==> src/rtl/trace_issue_buffer_pkg.sv <==
// Shared trace-entry types and widths used by the parser, issue buffer and request queue.
package trace_issue_buffer_pkg;

  localparam int unsigned AddrWidth = 33;
  localparam int unsigned TimeWidth = 32;

  typedef enum logic [1:0] {
    OpRead    = 2'd0,
    OpWrite   = 2'd1,
    OpIfetch  = 2'd2,
    OpIllegal = 2'd3
  } trace_op_t;

  typedef struct packed {
    logic [TimeWidth-1:0] cpu_time;
    trace_op_t            opcode;
    logic [AddrWidth-1:0] address;
  } trace_entry_t;

  typedef enum logic [1:0] {
    StEmpty,
    StHold,
    StIssue,
    StDone
  } tib_state_t;

endpackage

==> src/rtl/trace_entry_fifo.sv <==
// Depth-entry circular FIFO of trace entries with registered pointers and occupancy count.
module trace_entry_fifo
  import trace_issue_buffer_pkg::*;
#(
  parameter int unsigned Depth = 4
) (
  input  logic                     clk,
  input  logic                     rst_n,
  input  logic                     push_i,
  input  trace_entry_t             entry_i,
  input  logic                     pop_i,
  output trace_entry_t             head_o,
  output logic [$clog2(Depth):0]   count_o,
  output logic                     full_o,
  output logic                     empty_o
);

  localparam int unsigned PtrW = $clog2(Depth);

  trace_entry_t    mem_q [Depth];
  logic [PtrW-1:0] wr_ptr_q, wr_ptr_d;
  logic [PtrW-1:0] rd_ptr_q, rd_ptr_d;
  logic [PtrW:0]   count_q, count_d;
  logic            do_push, do_pop;

  assign full_o  = (count_q == (PtrW + 1)'(Depth));
  assign empty_o = (count_q == '0);
  assign count_o = count_q;
  assign head_o  = mem_q[rd_ptr_q];

  // Guard against overflow/underflow; pointers wrap naturally since Depth is a power of two.
  always_comb begin
    do_push  = push_i && !full_o;
    do_pop   = pop_i && !empty_o;
    wr_ptr_d = do_push ? wr_ptr_q + PtrW'(1) : wr_ptr_q;
    rd_ptr_d = do_pop ? rd_ptr_q + PtrW'(1) : rd_ptr_q;
    count_d  = count_q;
    unique case ({do_push, do_pop})
      2'b10:   count_d = count_q + (PtrW + 1)'(1);
      2'b01:   count_d = count_q - (PtrW + 1)'(1);
      default: count_d = count_q;
    endcase
  end

  // Pointer and occupancy state, cleared by synchronous reset.
  always_ff @(posedge clk) begin
    if (!rst_n) begin
      wr_ptr_q <= '0;
      rd_ptr_q <= '0;
      count_q  <= '0;
    end else begin
      wr_ptr_q <= wr_ptr_d;
      rd_ptr_q <= rd_ptr_d;
      count_q  <= count_d;
    end
  end

  // Entry storage; contents need no reset because count gates visibility.
  always_ff @(posedge clk) begin
    if (do_push) begin
      mem_q[wr_ptr_q] <= entry_i;
    end
  end

endmodule

==> src/rtl/trace_issue_buffer.sv <==
// Buffers decoded trace entries and releases each once simulation time reaches its CPU time.
module trace_issue_buffer
  import trace_issue_buffer_pkg::*;
#(
  parameter int unsigned ADDRESS_WIDTH = AddrWidth,
  parameter int unsigned TIME_WIDTH    = TimeWidth,
  parameter int unsigned DEPTH         = 4,
  parameter int unsigned STALL_WIDTH   = 32
) (
  input  logic                      clk,
  input  logic                      rst_n,
  input  logic                      in_valid,
  output logic                      in_ready,
  input  logic [TIME_WIDTH-1:0]     in_time,
  input  logic [1:0]                in_opcode,
  input  logic [ADDRESS_WIDTH-1:0]  in_address,
  input  logic                      in_last,
  input  logic [TIME_WIDTH-1:0]     sim_time,
  input  logic                      queue_empty,
  input  logic                      out_ready,
  output logic                      out_valid,
  output logic [TIME_WIDTH-1:0]     out_time,
  output logic [1:0]                out_opcode,
  output logic [ADDRESS_WIDTH-1:0]  out_address,
  input  logic                      skip_en,
  output logic                      time_skip_valid,
  output logic [TIME_WIDTH-1:0]     time_skip_value,
  output logic [$clog2(DEPTH):0]    count,
  output logic                      done,
  output logic                      err_order,
  output logic                      err_opcode,
  output logic [STALL_WIDTH-1:0]    stall_cycles
);

  localparam int unsigned CntW = $clog2(DEPTH) + 1;

  trace_entry_t           in_entry, head;
  logic                   fifo_full, fifo_empty;
  logic [CntW-1:0]        fifo_count;
  logic                   accept, illegal, push, pop, head_due, empty_next;
  logic [TIME_WIDTH-1:0]  head_time;

  logic                   last_seen_q, last_seen_d;
  logic                   err_order_q, err_order_d;
  logic                   err_opcode_q, err_opcode_d;
  logic [TIME_WIDTH-1:0]  prev_time_q, prev_time_d;
  logic [STALL_WIDTH-1:0] stall_q, stall_d;
  tib_state_t             state_q, state_d;

  trace_entry_fifo #(
    .Depth (DEPTH)
  ) u_fifo (
    .clk     (clk),
    .rst_n   (rst_n),
    .push_i  (push),
    .entry_i (in_entry),
    .pop_i   (pop),
    .head_o  (head),
    .count_o (fifo_count),
    .full_o  (fifo_full),
    .empty_o (fifo_empty)
  );

  // Handshake, due check and skip hint; in_ready depends on registered state only.
  always_comb begin
    in_ready          = !fifo_full && !last_seen_q;
    accept            = in_valid && in_ready;
    illegal           = (in_opcode == OpIllegal);
    // Illegal beats complete the handshake but are dropped here.
    push              = accept && !illegal;
    in_entry.cpu_time = TimeWidth'(in_time);
    in_entry.opcode   = trace_op_t'(in_opcode);
    in_entry.address  = AddrWidth'(in_address);
    head_time         = TIME_WIDTH'(head.cpu_time);
    head_due          = !fifo_empty && (head_time <= sim_time);
    out_valid         = head_due;
    pop               = head_due && out_ready;
    out_time          = head_time;
    out_opcode        = head.opcode;
    out_address       = ADDRESS_WIDTH'(head.address);
    time_skip_valid   = skip_en && !fifo_empty && queue_empty && (head_time > sim_time);
    time_skip_value   = head_time;
    count             = fifo_count;
    done              = (state_q == StDone);
    err_order         = err_order_q;
    err_opcode        = err_opcode_q;
    stall_cycles      = stall_q;
  end

  // Sticky flags, last-line tracking, order reference time and saturating stall counter.
  always_comb begin
    last_seen_d  = last_seen_q || (accept && in_last);
    err_order_d  = err_order_q || (accept && (in_time < prev_time_q));
    err_opcode_d = err_opcode_q || (accept && illegal);
    prev_time_d  = accept ? in_time : prev_time_q;
    stall_d      = stall_q;
    if (out_valid && !out_ready && (stall_q != '1)) begin
      stall_d = stall_q + STALL_WIDTH'(1);
    end
  end

  // Next-state; Hold/Issue is a registered snapshot, the live issue decision is out_valid.
  always_comb begin
    empty_next = ((fifo_count == '0) && !push) ||
                 ((fifo_count == CntW'(1)) && pop && !push);
    state_d    = state_q;
    if (state_q != StDone) begin
      if (empty_next) begin
        state_d = last_seen_d ? StDone : StEmpty;
      end else if (head_due && !pop) begin
        state_d = StIssue;
      end else begin
        state_d = StHold;
      end
    end
  end

  // Control state registers with synchronous active-low reset.
  always_ff @(posedge clk) begin
    if (!rst_n) begin
      last_seen_q  <= 1'b0;
      err_order_q  <= 1'b0;
      err_opcode_q <= 1'b0;
      prev_time_q  <= '0;
      stall_q      <= '0;
      state_q      <= StEmpty;
    end else begin
      last_seen_q  <= last_seen_d;
      err_order_q  <= err_order_d;
      err_opcode_q <= err_opcode_d;
      prev_time_q  <= prev_time_d;
      stall_q      <= stall_d;
      state_q      <= state_d;
    end
  end

endmodule

==> config.mk <==
export PLATFORM = sky130hd
export DESIGN_NAME = trace_issue_buffer
export DESIGN_NICKNAME = d
export VERILOG_FILES = /design/src/rtl/trace_issue_buffer_pkg.sv /design/src/rtl/trace_entry_fifo.sv /design/src/rtl/trace_issue_buffer.sv
export SDC_FILE = /design/constraint.sdc
export NUM_CORES = 1
export LEC_CHECK = 0
export CAP_MARGIN = 30
export CORE_MARGIN = 2
export CORE_UTILIZATION = 45
export CTS_CLUSTER_DIAMETER = 120
export DETAILED_ROUTE_END_ITERATION = 16
export DONT_BUFFER_PORTS = 1
export GPL_ROUTABILITY_DRIVEN = 0
export GPL_TIMING_DRIVEN = 0
export PLACE_DENSITY = 0.69
export SLEW_MARGIN = 20
export SYNTH_ARGS = -nofsm -noshare
export SYNTH_HDL_FRONTEND = slang
export SYNTH_SLANG_ARGS = --single-unit
==> constraint.sdc <==
create_clock -name clk -period 5.5 [get_ports clk]
set_input_delay 1.1 -clock clk [delete_from_list [all_inputs] [get_ports clk]]
set_output_delay 1.1 -clock clk [all_outputs]
set_load 0.02 [all_outputs]
# Word-level counts from Yosys, hierarchy flattened
# Memory sizes are Yosys's and may differ from the RTL's. A register that Yosys moved wholly into a read port is not among the register bits.
# Index checks and enable logic that the tools add are counted.
[classes] addsub=5 multipliers=0 div_mod_pow=0 magnitude_cmp=3 eq_ne=8 shifts=0 muxes=8 bitwise_logic=0 n_reduce_logical=32
[ops] operator="$add 32x1->32 const B" count=1
[ops] operator="$gt 32x32->1" count=1
[ops] operator="$le 32x32->1" count=1
[ops] operator="$lt 32x32->1" count=1
[ops] operator="$ne 32x32->1 const B" count=1
[ops] operator="$logic_and 1x1->1" count=19
[ops] operator="$mux 2" count=5
[ops] operator="$logic_not 1->1" count=7
[ops] operator="$eq 2x2->1 const B" count=3
[ops] operator="$pmux 3 s2" count=1
[ops] operator="$add 2x1->2 const B" count=2
[ops] operator="$logic_or 1x1->1" count=4
[ops] operator="$add 3x1->3 const B" count=1
[ops] operator="$eq 3x1->1 const B" count=1
[ops] operator="$eq 3x3->1 const B" count=1
[ops] operator="$logic_not 3->1" count=1
[ops] operator="$sub 3x1->3 const B" count=1
[ops] operator="$eq 2x1->1 const B" count=1
[ops] operator="$mux 1" count=2
[ops] operator="$ne 2x2->1 const B" count=1
[ops] operator="$reduce_bool 2->1" count=1
[totals] regBits=76 latch_bits=0 ramBits=268 mem_bits_ro=0 input_bits=106 output_inout_bits=140 memories=1
[memory_table] name="u_fifo.mem_q" depth=4 width=67 read_ports=1 rd_ports_with_merged_regs=1 wr=1 line="trace_entry_fifo.sv:20" source="trace_entry_t mem_q [Depth];"

# Depth between registers and ports, before layout
# Gate-level depths: netlist (run 1).
[logic_depth] depth_word=9 depth_mapped=17 depth_no_buf=13

# Hierarchy
# A second synthesis (run 1) with hierarchy kept.
[unflattened] cells_unflattened=1044 hier_area_um2=15120.8
[by_module_without_submodules] module="trace_entry_fifo" n_inst=1 cells_per_inst=404 area_per_inst_um2=10191.0 seq_area_each_um2=8227.9
[by_module_without_submodules] module="trace_issue_buffer" n_inst=1 cells_per_inst=640 area_per_inst_um2=4929.7 seq_area_each_um2=1381.3

# Worst setup path before layout (run 1)
# Ideal clock, no wire load.
[synth_timing] path_type="reg-to-output" startpoint="register (tool-made name)" endpoint="output port time_skip_valid" arrival_ns=4.285 required_ns=4.400 slack_ns=0.115 path_stages_with_launch=14 path_buffers=5 path_cell_list="dfxtp_1 -> clkbuf_1 -> buf_1 -> buf_1 -> mux4_2 -> ha_1 -> nand4_1 -> nor4_1 -> a21boi_0 -> o311a_1 -> or2_1 -> clkbuf_1 -> clkbuf_1 -> and4_1"
[synth_rtl] element="to (decl)" line="trace_issue_buffer.sv:26" source="output logic time_skip_valid,"

==> results of run 1 <==
## sequential cells by signal, indices dropped and copies added, names as in the netlist, named ones only
register	count
prev_time_q	32
err_opcode	1
u_fifo.mem_q	268
u_fifo.rd_ptr_q	2
u_fifo.count_o	3
u_fifo.wr_ptr_q	2
last_seen_q	1
stall_cycles	32
err_order	1
state_q	2
## worst register-to-register path: stages, from the launching register on
cell      delay (ns)
dfxtp_4         0.39
buf_12          0.13
buf_6           0.14
buf_8           0.16
mux4_2          0.62
ha_1            0.33
nand2_1         0.13
o21ai_0         0.10
a221o_1         0.40
o311a_4         0.43
or2_4           0.27
clkbuf_8        0.17
clkbuf_8        0.18
nor2_1          0.11
ha_1            0.29
or3_1           0.38
a21oi_1         0.13
## per-layer routing
metal | share of wire [%] | up-vias | track usage [%] | wire, um
li1 | - | 4031 | - | -
met1 | 40 | 4365 | 24.71 | 13520
met2 | 49 | 346 | 33.01 | 16590
met3 | 9.6 | 47 | 5.938 | 3243
met4 | 1.6 | 0 | 4.850 | 543
met5 | 0 | - | 0 | 0
## area by class of cell
type	count	area, um2
Clock inverter	20	227.7
Tap cell	442	553.0
Clock buffer	48	1072
Multi-Input combinational cell	537	4727
Fill cell	2671	15490
Sequential cell	346	9614
Timing Repair Buffer	14	185.2
Antenna cell	2	5.005
Inverter	73	274.0
Buffer	72	469.2
## synth_stat cells, types with 3 or more instances
cell type,instances
buf_1,8
o41ai_1,6
nand4_1,23
mux4_2,67
and4_1,6
a21oi_1,82
and3_1,7
mux2i_1,5
nor4_1,3
o211ai_1,5
nand3_1,19
nor3_1,6
buf_4,32
nor2b_1,3
a21o_1,16
edfxtp_1,268
dfxtp_1,78
o31ai_1,20
inv_1,73
ha_1,73
clkbuf_1,32
or3_1,7
nand2_1,96
o21ai_0,12
a211oi_1,3
nor2_1,22
or4_1,19
o311ai_0,3
nand2b_1,9
## power groups by stage
| stage | clock [mW] | combinational (mW) | sequential (mW) |
|---|---|---|---|
| 2_1_floorplan | 0 | 1.05 | 3.07 |
| 3_3_place_gp | 0 | 1.32 | 3.09 |
| 3_5_place_dp | 0 | 1.36 | 3.08 |
| 4_1_cts | 2.64 | 1.41 | 3.04 |
| 5_1_grt | 2.75 | 1.53 | 3.05 |
| 6_report | 2.59 | 1.41 | 3.03 |
## cells by family after synthesis
family | count (synthesis) | share of synthesized area, %
simple gates | 231 | 7.873
buf+inv | 147 | 4.556
mux | 72 | 10.44
flops | 346 | 64.32
fa+ha+maj | 73 | 6.114
xor+xnor | 3 | 0.1759
compound gates | 158 | 6.524
## path summary, 6_finish.rpt
kind / from / endpoint / slack [ns] / depth (start not counted)
max reg2reg: flop / u_fifo.count_o[2]$_SDFFE_PN0P_ / 1.06 / 16
max: flop / time_skip_valid / 0.16 / 13
min: prev_time_q[18]$_SDFFE_PN0P_ / prev_time_q[18]$_SDFFE_PN0P_ / 0.46 / 2
min reg2reg: prev_time_q[18]$_SDFFE_PN0P_ / prev_time_q[18]$_SDFFE_PN0P_ / 0.46 / 2
## repair_timing
action / in CTS / in global routing
endpoints found under the setup margin: 43 / 2
pin swaps: 7 / 1
buffers inserted: 4 / 3
resized for setup: 45 / 2
## through the flow
step | setup WS, ns | utilization, % | hold slack, ns | std cells | power [mW]
3_5_place_dp | -1.459 | 47.91 | 0.4463 | 1478 | 4.441
2_1_floorplan | 0.1147 | - | 0.4363 | 1030 | 4.116
5_1_grt | 0.002887 | 52.50 | 0.4675 | 1553 | 7.326
3_3_place_gp | -1.779 | 47.50 | 0.4412 | 1472 | 4.406
6_report | 0.1593 | 52.51 | 0.4551 | 1554 | 7.032
4_1_cts | 0.01619 | 52.36 | 0.4539 | 1548 | 7.087
==> results_dict.tcl, run 1 <==
set metrics [dict create \
    crit_slowest_cell "mux4_2" \
    rows 66 \
    power.leakage_nw 5.814 \
    first_iter_violations 541 \
    die_h_um 186.2 \
    crit_path_start_kind "flop" \
    cts_buffer_depth 3 \
    seqPwrFrac_pct 43.1 \
    start_util_pct 45.80 \
    post-synth-top-area-fraction_pct 53.87 \
    cts_inserted_buffers 38 \
    path_class "flop to primary output" \
    worstPathMaxFanout 10 \
    grt_start_max_net_pins 40 \
    hold_violations 0 \
    ant_nets 0 \
    required_ns 4.40 \
    layout-drive-gt1-share_pct 18.20 \
    place_area_um2 15630 \
    num_io_pins 246 \
    synth-seq-area-share_pct 64.32 \
    final_common_cell "edfxtp_1" \
    clock_skew_ns 0.01548 \
    pwr-share-clk_pct 36.8 \
    max_freq_mhz 187.2 \
    tightest_slew_ns 0.8504 \
    syn_area_um2 14940 \
    internal_power_mw 5.098 \
    grtUsageTotal_pct 19.53 \
    hp-class "flop to flop" \
    clock-sinks 346 \
    dp_hpwl_um 23370 \
    final_nets 1261 \
    combPwrFrac_pct 20.0 \
    path_clk_slew_ns 0.06 \
    synth-main-ff-cell "edfxtp_1" \
    status "finished clean" \
    maxSlewViolCount 0 \
    drc 0 \
    cts_tree "done" \
    htreeDepth 2 \
    first_pass_iters 5 \
    cp.arrival_ns 4.24 \
    grt-ovfl-total 0 \
    wirelength_um 33900 \
    max_slew_margin_pct 43.31 \
    core_area_um2 32620 \
    synth_edf_count 268 \
    ys_ff_latch 346 \
    powerDensity_nw_per_um2 410.6 \
    syn_avg_cell_area_um2 14.50 \
    ir_drop_uv 302.6 \
    synth_area_leaders "edfxtp_1 54%, dfxtp_1 10%, mux4_2 10%" \
    via_count 8789 \
    antenna_found_initial 2 \
    min_period_ns 5.341 \
    max-cap-violations 0 \
    swShare_pct 27.50 \
    setup_violations 0 \
    synthCells 1030 \
    critPathBufInv 5 \
    vias_per_cell 5.656 \
    power_switching_mw 1.934 \
    yosysWarnings 0 \
    critPathTopFamily "compound AO/OA/AOI/OAI gates" \
    cts_root_buf "clkbuf_16" \
    hold_buffers 0 \
    portBuffers 0 \
    tns_ns 0 \
    die_w_um 186.2 \
    post_drt_wl_per_cell_um 21.82 \
    max_stage_delay_ns 0.62 \
    layout_common_cells "268 x edfxtp_1, 96 x nand2_1, 81 x a21oi_1" \
    cp_cell_sequence "buf_12 > buf_6 > buf_8 > mux4_2 > ha_1 > nand2_1 > o21ai_0 > a221o_1 > o311a_4 > or2_4 > clkbuf_8 > clkbuf_8 > and4_2" \
    grt_pass1_wl_um 50600 \
    finish.instance_area_um2 17130 \
    cp-end-kind "primary output" \
    die_area_um2 34670 \
    grt_pass1_vias 8873 \
    yosysTopAreaCell "edfxtp_1" \
    fin_crit_sh_pct 97.10 \
    areaGrowthSynthToFinish_pct 14.65 \
    synth_cell_types 51 \
    postSynth.asyncResetShare_pct 0 \
    syn_nets 1209 \
    rsz0062_at_grt "no" \
    clk_latency_ns 0.51 \
    crit_top_cell "clkbuf_8" \
]
Power figures use the tool's default switching activity.
==> run 2: changes to the inputs <==
--- a/config.mk
+++ b/config.mk
@@ -11,7 +11,6 @@
 export CTS_CLUSTER_DIAMETER = 120
 export DETAILED_ROUTE_END_ITERATION = 16
 export DONT_BUFFER_PORTS = 1
-export GPL_ROUTABILITY_DRIVEN = 0
 export GPL_TIMING_DRIVEN = 0
 export PLACE_DENSITY = 0.69
 export SLEW_MARGIN = 20
==> results of run 2 <==
Final layout, timing and power as in run 1 (identical DEF).
==> run 3: changes to the inputs <==
--- a/config.mk
+++ b/config.mk
@@ -12,7 +12,7 @@
 export DETAILED_ROUTE_END_ITERATION = 16
 export DONT_BUFFER_PORTS = 1
 export GPL_TIMING_DRIVEN = 0
-export PLACE_DENSITY = 0.69
+export PLACE_DENSITY_LB_ADDON = 0.12
 export SLEW_MARGIN = 20
 export SYNTH_ARGS = -nofsm -noshare
 export SYNTH_HDL_FRONTEND = slang
==> results_dict.tcl, run 3 (synthesis results as in run 1) <==
set metrics [dict create \
    status "finished clean" \
    cts_buffer_depth 3 \
    final_common_cell "edfxtp_1" \
    crit_slowest_cell "mux4_2" \
    path_class "flop to primary output" \
    max_slew_margin_pct 44.19 \
    die_w_um 186.2 \
    worstPathMaxFanout 19 \
    antenna_cells 0 \
    layout_common_cells "268 x edfxtp_1, 96 x nand2_1, 82 x a21oi_1" \
    finalNonFillerCells 1551 \
    gp_congestion 0.8281 \
    ir_drop_uv 231.6 \
    core_area_um2 32620 \
    grt_start_max_net_pins 40 \
    htreeDepth 2 \
    multi_input_area_um2 4738 \
    final_util_pct 52.37 \
    path_clk_slew_ns 0.06 \
    fin_crit_sh_pct 96.93 \
    start_util_pct 45.80 \
    final_nets 1259 \
    dp_hpwl_um 22780 \
    cts_tree "done" \
    cts_root_buf "clkbuf_16" \
    vias_per_cell 5.570 \
    cp.arrival_ns 4.23 \
    power.leakage_nw 5.780 \
    portBuffers 0 \
    grt_pass1_wl_um 50340 \
    crit_top_cell "buf_4" \
    crit_path_start_kind "flop" \
    setup_violations 0 \
    whs_ns 0.4529 \
    critPathTopFamily "simple AND/OR/NAND/NOR gates" \
    grt_pass1_vias 8634 \
    hp-class "flop to flop" \
    post_drt_wl_per_cell_um 21.63 \
    tightest_slew_ns 0.8372 \
    grtUsageTotal_pct 19.41 \
    die_h_um 186.2 \
    max_stage_delay_ns 0.69 \
    layout-drive-gt1-share_pct 18.03 \
    grt-ovfl-total 0 \
    areaGrowthSynthToFinish_pct 14.35 \
    cts_inserted_buffers 38 \
    total_power_mw 6.967 \
    hold_buffers 0 \
    antenna_found_initial 0 \
    num-fill-cells 2749 \
    min_period_ns 5.331 \
    cp-end-kind "primary output" \
    required_ns 4.40 \
    max_freq_mhz 187.6 \
    via_count 8639 \
    max-cap-violations 0 \
    num_io_pins 246 \
    top_register "u_fifo.mem_q" \
    hold_violations 0 \
    maxSlewViolCount 0 \
    die_area_um2 34670 \
    clock_skew_ns 0.01699 \
    largest_reg_flops 268 \
    cp_cell_sequence "buf_12 > buf_6 > mux4_2 > ha_1 > nand4_1 > buf_4 > nor4_4 > buf_4 > nand3_1 > o41a_1 > or2_1 > clkbuf_8 > and4_2" \
    drc 0 \
    wirelength_um 33550 \
    clock-sinks 346 \
    powerDensity_nw_per_um2 407.8 \
    critPathBufInv 5 \
    seq_area_um2 9617 \
    ant_nets 0 \
    rows 66 \
    first_pass_iters 8 \
    dp.cells 1478 \
    tns_ns 0 \
    first_iter_violations 382 \
    clk_latency_ns 0.52 \
]
[run 3: cell type report]
type / instances / share of cell area [%]
Sequential cell: 346 / 56.30
Multi-Input combinational cell: 537 / 27.74
Clock buffer: 47 / 6.196
Tap cell: 442 / 3.237
Buffer: 71 / 2.593
Inverter: 73 / 1.604
Clock inverter: 22 / 1.274
Timing Repair Buffer: 13 / 1.062
[run 3: through the flow]
| step | area, um2 | setup WS, ns |
|---|---|---|
| 6_report | 17080 | 0.1689 |
| 2_1_floorplan | 14940 | 0.1147 |
| 5_1_grt | 17080 | -0.006346 |
| 4_1_cts | 17020 | 0.006688 |
| 3_3_place_gp | 15490 | -2.328 |
| 3_5_place_dp | 15640 | -1.610 |
[run 3: what timing repair did]
item	in CTS	in global routing
endpoints found under the setup margin	43	2
buffers inserted	4	2
pin swaps	4	5
gates cloned	0	0
gates resized for setup	34	9
[run 3: worst register-to-register path: stages, from the launching register on]
cell and delay [ns]:
dfxtp_4 0.42, buf_12 0.17, buf_6 0.23, mux4_2 0.64, ha_1 0.37, nand4_1 0.10, buf_4 0.19, a2111oi_4 0.48
o41a_1 0.34, or2_1 0.21, clkbuf_1 0.37, clkbuf_1 0.52, o21ai_0 0.23, a21oi_1 0.17
[run 3: metal layers]
layer  routed length [um]  GRT usage, %  vias to the layer above  share of wire [%]
met5                    0             0                        -                  0
met4                  706         5.039                        0                2.1
met3                 2908         5.588                       52                8.7
met2                16010         32.18                      293                 48
met1                13920         25.22                     4275                 41
li1                     -             -                     4019                  -
[run 3: final timing paths]
path,startpoint,end,slack (ns),depth (start not counted)
setup / recovery,flop,time_skip_valid,0.17,13
hold / removal,prev_time_q[7]$_SDFFE_PN0P_,prev_time_q[7]$_SDFFE_PN0P_,0.45,2
setup reg to reg,flop,flop,0.98,13
hold reg to reg,prev_time_q[7]$_SDFFE_PN0P_,prev_time_q[7]$_SDFFE_PN0P_,0.45,2
[run 3: report_power, final]
part / switching [mW] / total (mW) / internal (mW)
clock network: 0.993 / 2.55 / 1.56
registers: 0.0689 / 3.03 / 2.96
logic: 0.882 / 1.38 / 0.502
==> edit 1, RTL diff (settings of run 1) <==
The package constant `TimeWidth` goes from 32 to 48.
--- a/src/rtl/trace_issue_buffer_pkg.sv
+++ b/src/rtl/trace_issue_buffer_pkg.sv
@@ -2,7 +2,7 @@
 package trace_issue_buffer_pkg;
 
   localparam int unsigned AddrWidth = 33;
-  localparam int unsigned TimeWidth = 32;
+  localparam int unsigned TimeWidth = 48;
 
   typedef enum logic [1:0] {
     OpRead    = 2'd0,
Interface: changed (resized in_time, out_time, sim_time and time_skip_value); port bits go from 246 to 310. The function was not compared with the original's and may differ.
==> edit 1 against run 1 <==
Maximum frequency is 0.22% higher. Wire length is 27% higher. Global-route usage is 0.42 points higher. Power is 30% higher. Critical endpoint is now out_valid. Count of clock-buffer cells in the layout is 9 higher. Sequential cell count is 80 higher. Largest power group unchanged. Sequential share of layout area is 0.25 points higher. Core utilization is 0.88 points lower. Highest routed layer is now met5. Hold slack worse by 3.0 ps. Setup slack better by 12 ps. Area after synthesis is 24% higher. Largest cell class unchanged. Non-clock buffer count is 23 higher. Design area is 23% higher.
==> edit 1: results (changes against run 1) <==
========================================================================================
Outcome                                                                     finished clean
Setup clock skew after layout                                                    27.6 ps   +12.2 ps
#MultiIn Comb                                                                        656   +22%
Share of the synthesized area in the top cell type                                 53.7%   -0.16 points
Initial antenna violation count                                                        3   +1
Sequential area share after synthesis                                              63.8%   -0.48 points
Vias in the first global route                                                     10700   +21%
Final worst hold slack                                                            452 ps   -3.04 ps
GR Util met3                                                                       6.94%   +1.0 points
Antenna cell count                                                                     1   -1
Non-clock buffer share of cell area                                                3.84%   +0.022 points
Number of cells on the worst reg-to-reg path                                          14   -2
Power share of the combinational group                                             25.9%   +5.9 points
Total power after layout                                                         9.16 mW   +30%
Filler instances                                                                    3382   +27%
Leakage                                                                          7.36 nW   +27%
Global-route met1 utilization                                                      24.5%   -0.20 points
Resized cells post-CTS                                                                26   -42%
Share of the synthesized area in compound gates (AO/OA/AOI/OAI)                    5.73%   -0.79 points
Category of cells accounting for the largest share of critical-path delay   compound AO/OA/AOI/OAI gates
Signed area change from the synthesized netlist to the final layout                13.3%
XOR/XNOR share of the synthesized area                                            0.519%   +0.34 points
Pin count of the biggest net entering global routing                                  46   +15%
Synth warn                                                                             0   unchanged
Launch instance of the worst min-delay path                                 prev_time_q[14]$_SDFFE_PN0P_
Max rail drop VDD                                                                 202 µV   -33%
Fraction of area in clock buffers and inverters                                    7.00%   -0.59 points
Violation count after the first detailed-routing iteration                           639   +18%
Signal inverters                                                                     112   +53%
Switching Fraction                                                                 30.5%   +2.9 points
Floorplan die area                                                             42900 µm²   +24%
Ratio of cells with drive above 1 in the final layout                              18.2%   about the same
Number of flops mapped to enable cells by yosys                                      332   +24%
Global-route track usage on met2                                                   33.1%   +0.10 points
Slew @ Worst Pin                                                                  885 ps   +34.5 ps
Arrival time of the worst setup path                                             4230 ps   about the same
Final routed wirelength across all metal layers                                  43.0 mm   +27%
Skew-Pair Late Insertion Delay                                                    570 ps   +60 ps
CLK BUF                                                                               57   +19%
Multiplexer fraction of the synthesized cell area                                  10.4%   -0.042 points
Adder-cell share of the synthesized area                                           7.08%   +0.96 points
DR vias/cell                                                                        5.51   -2.5%
Power in the clock group                                                         3.01 mW   +16%
Net count after synthesis                                                           1530   +27%
Reg2reg setup slack                                                               440 ps   -620 ps
Amount of wire on met3 after detailed routing                                    3.63 mm   +12%
End point of the most critical hold path                                    prev_time_q[14]$_SDFFE_PN0P_
Post-synthesis register bit count                                                    426   +23%
Clock buffer count from CTS                                                           45   +18%
HPWL Detailed                                                                    30.2 mm   +29%
Layout net count                                                                    1593   +26%
Worst setup slack after placement                                                -757 ps   +701 ps
Met2 wire len                                                                    21.0 mm   +27%
Uppermost routed layer                                                              met5
Most area-consuming cells after synthesis                                   edfxtp_1 54%, dfxtp_1 10%, mux4_2 10%
Number of buffers inserted to repair setup after CTS                                   8   +4
Delay contributed by the slowest stage of the critical path                       650 ps   +30 ps
GRT Overall Usage                                                                  20.0%   +0.42 points
Number of flip-flops in the largest register                                         332   +24%
Number of distinct library cells after synthesis                                      54   +5.9%
========================================================================================
## edit 1: changes by cell type in the layout (fill, tap and decap cells not counted), sizes merged, moves of 8 or more
cell,delta
o21ai,+18
nand2,+29
nand4,+8
edfxtp,+64
or3,+11
and2,+11
a21oi,+19
inv,+42
or4,-14
mux4,+16
o31ai,-15
ha,+32
dfxtp,+16
buf,+29
## edit 1: worst max-delay path by stage
stage,slack [ps],from,cells past startpoint,endpoint
after global routing,-40,flip-flop,14,time_skip_valid
final,170,flip-flop,11,out_valid
after floorplan,590,flip-flop,11,out_valid
after detailed placement,-760,flip-flop,15,u_fifo.count_o[2]$_SDFFE_PN0P_
after global placement,-1180,flip-flop,14,u_fifo.count_o[2]$_SDFFE_PN0P_
after CTS,10,flip-flop,11,time_skip_valid
## edit 1: metrics by stage
stage,setup TNS [ps],instances
after global routing,-38.7,1917
after CTS,0,1916
after floorplan,0,1287
after global placement,-396240,1819
final,0,1917
after detailed placement,-5420,1829
==> edit 2, RTL diff (config.mk and constraints of run 1) <==
Made on the original files. Encoding of `tib_state_t`: now one-hot (4 bits for 4 states).
--- a/src/rtl/trace_issue_buffer_pkg.sv
+++ b/src/rtl/trace_issue_buffer_pkg.sv
@@ -17,11 +17,11 @@
     logic [AddrWidth-1:0] address;
   } trace_entry_t;
 
-  typedef enum logic [1:0] {
-    StEmpty,
-    StHold,
-    StIssue,
-    StDone
+  typedef enum logic [3:0] {
+    StEmpty = 4'b0001,
+    StHold  = 4'b0010,
+    StIssue = 4'b0100,
+    StDone  = 4'b1000
   } tib_state_t;
 
 endpackage
Check against the original RTL: no difference found for any inputs over 4 cycles, from zero or initial values and one cycle with rst_n low; so few cycles prove little.
==> edit 2 against run 1 <==
Wire length up 0.15%. Core utilization down 1.1 points. Largest power group unchanged. Clock power fell by 4%. Count of clock-buffer cells in the layout down 3. Area after synthesis increased by 1.0%. Critical path depth down 1. Power up 4.6%. Setup slack better by 10 ps. Highest routed layer unchanged. Sequential cell count up 2. Design area fell by 0.18%.
==> edit 2: results (changes against run 1) <==
================================================================================
Outcome                                                             finished clean
HPWL Detailed                                                            23.2 mm   -0.85%
Startpoint class of the critical path                                  flip-flop
Arrival time of the worst setup path                                     4230 ps   about the same
GRT Overall Usage                                                          19.1%   -0.41 points
Worst min-delay path class                                          flip-flop to flip-flop
Clock transition at the registers of the reported paths                    60 ps   about the same
DR pass1 iterations                                                            5   unchanged
Largest register by flop count                                      u_fifo.mem_q
Multiplexer fraction of the synthesized cell area                          10.5%   +0.028 points
Top cells by instance count after synthesis                         268 x edfxtp_1, 96 x nand2_1, 80 x dfxtp_1, 77 x a21oi_1, 74 x inv_1
Max rail drop VDD                                                         220 µV   -27%
Number of flip-flops in the largest register                                 268   unchanged
XOR/XNOR share of the synthesized area                                    0.174%   -0.0018 points
Synth warn                                                                     0   unchanged
Initial antenna violation count                                                0   -2
Clock buffer count from CTS                                                   38   unchanged
Layout net count                                                            1268   +0.56%
Violation count after the first detailed-routing iteration                   603   +11%
Final routed wirelength across all metal layers                          34.0 mm   +0.15%
Slew @ Worst Pin                                                          861 ps   +10.1 ps
Reg2reg setup slack                                                       920 ps   -140 ps
Via Count                                                                   8948   +1.8%
Launch instance of the worst min-delay path                         prev_time_q[10]$_SDFFE_PN0P_
Number of flops mapped to enable cells by yosys                              268   unchanged
Adder-cell share of the synthesized area                                   6.05%   -0.061 points
Skew-Pair Late Insertion Delay                                            520 ps
Crit path max fanout                                                          10   unchanged
Slowest cell on crit path                                                dfxtp_1
DRT antenna net count                                                          0   unchanged
Ratio of cells with drive above 1 in the final layout                      17.4%   -0.85 points
Worst setup slack after placement                                        -996 ps   +463 ps
Number of distinct library cells after synthesis                              54   +5.9%
Share of the synthesized area in the top cell type                         53.3%   -0.54 points
Setup clock skew after layout                                            15.7 ps   +0.224 ps
CTS Root Cell                                                          clkbuf_16
Number of input and output port buffers inserted                               0   unchanged
Largest buffer count on any clock path                                         3   unchanged
Share of async-settable or async-resettable flops after synthesis             0%   unchanged
Leakage                                                                  5.84 nW   +0.40%
Clock period minus final worst setup slack                               5330 ps   -10.3 ps
Delay contributed by the slowest stage of the critical path               490 ps   -130 ps
Global-route wire length before repair                                   52.0 mm   +2.7%
Number of H-tree branching levels                                              2   unchanged
Share of the synthesized area in compound gates (AO/OA/AOI/OAI)            6.63%   +0.11 points
Sequential area share after synthesis                                      63.9%   -0.38 points
Most area-consuming cells after synthesis                           edfxtp_1 53%, dfxtp_1 11%, mux4_2 10%
Net count after synthesis                                                   1221   +0.99%
Pin count of the biggest net entering global routing                          41   +2.5%
================================================================================
-- edit 2: changes by cell type after synthesis, moves of 4 or more --
cell / run 1 / this run
o21ai_0: 12 / 21
and2_1: 1 / 9
a21o_1: 16 / 9
a21oi_1: 82 / 77
nand2b_1: 9 / 14
or3_1: 7 / 12
buf_2: 1 / 5
-- edit 2: cells by family after synthesis --
group / Yosys count
adder cells (fa/ha/maj): 73
AND/OR/NAND/NOR: 237
buffers and inverters: 148
multiplexers: 74
flip-flops: 348
AO/OA/AOI/OAI: 159
XOR/XNOR: 3
-- edit 2: worst paths after layout --
path | to | cells after the start
setup / recovery | out_valid | 12
hold / removal | prev_time_q[10]$_SDFFE_PN0P_ | 2
setup reg to reg | u_fifo.count_o[2]$_SDFFE_PN0P_ | 15
hold reg to reg | prev_time_q[10]$_SDFFE_PN0P_ | 2
-- edit 2: per-stage QoR --
step	area (µm²)	hold WS, ps	cells	util [%]
finish	17100	454	1568	51.4
global route	17100	474	1566	51.4
CTS	17100	456	1562	51.2
detailed placement	15800	448	1495	47.4
global placement	15700	442	1490	47.0
floorplan	15100	436	1042	-
-- edit 2: critical path, delay by kind of cell (launching register included) --
kind	cells	cell delay (ps)
compound gates	2	610
fa+ha+maj	1	370
buf+inv	4	980
flops	1	490
mux	1	490
simple gates	4	750
-- edit 2: repair_timing --
action / CTS / global route
gates resized for setup: 24 / 5
setup endpoints to repair: 5 / 2
setup buffers: 0 / 4
pin swaps: 2 / 2
-- edit 2: layer usage --
layer	global-route usage, %	routed length [µm]	up-vias
met5	0	0	-
met4	4.33	557	0
met3	5.83	3020	41
met2	31.2	16500	331
met1	25.2	13900	4502
li1	-	-	4074
-- edit 2: cell type report --
type / count / area (µm²)
sequential: 348 / 9650
inverter: 74 / 278
buffer: 72 / 439
fill: 2756 / 16200
antenna: 2 / 5.00
timing repair buffer: 9 / 129
tap: 448 / 561
clock inverter: 24 / 203
multi-input combinational: 546 / 4800
clock buffer: 45 / 1030
-- edit 2: where the power goes --
group	switching (mW)	internal, mW
Sequential	0.0839	3.00
Combinational	1.14	0.649
Clock	1.00	1.48
Total	2.23	5.13
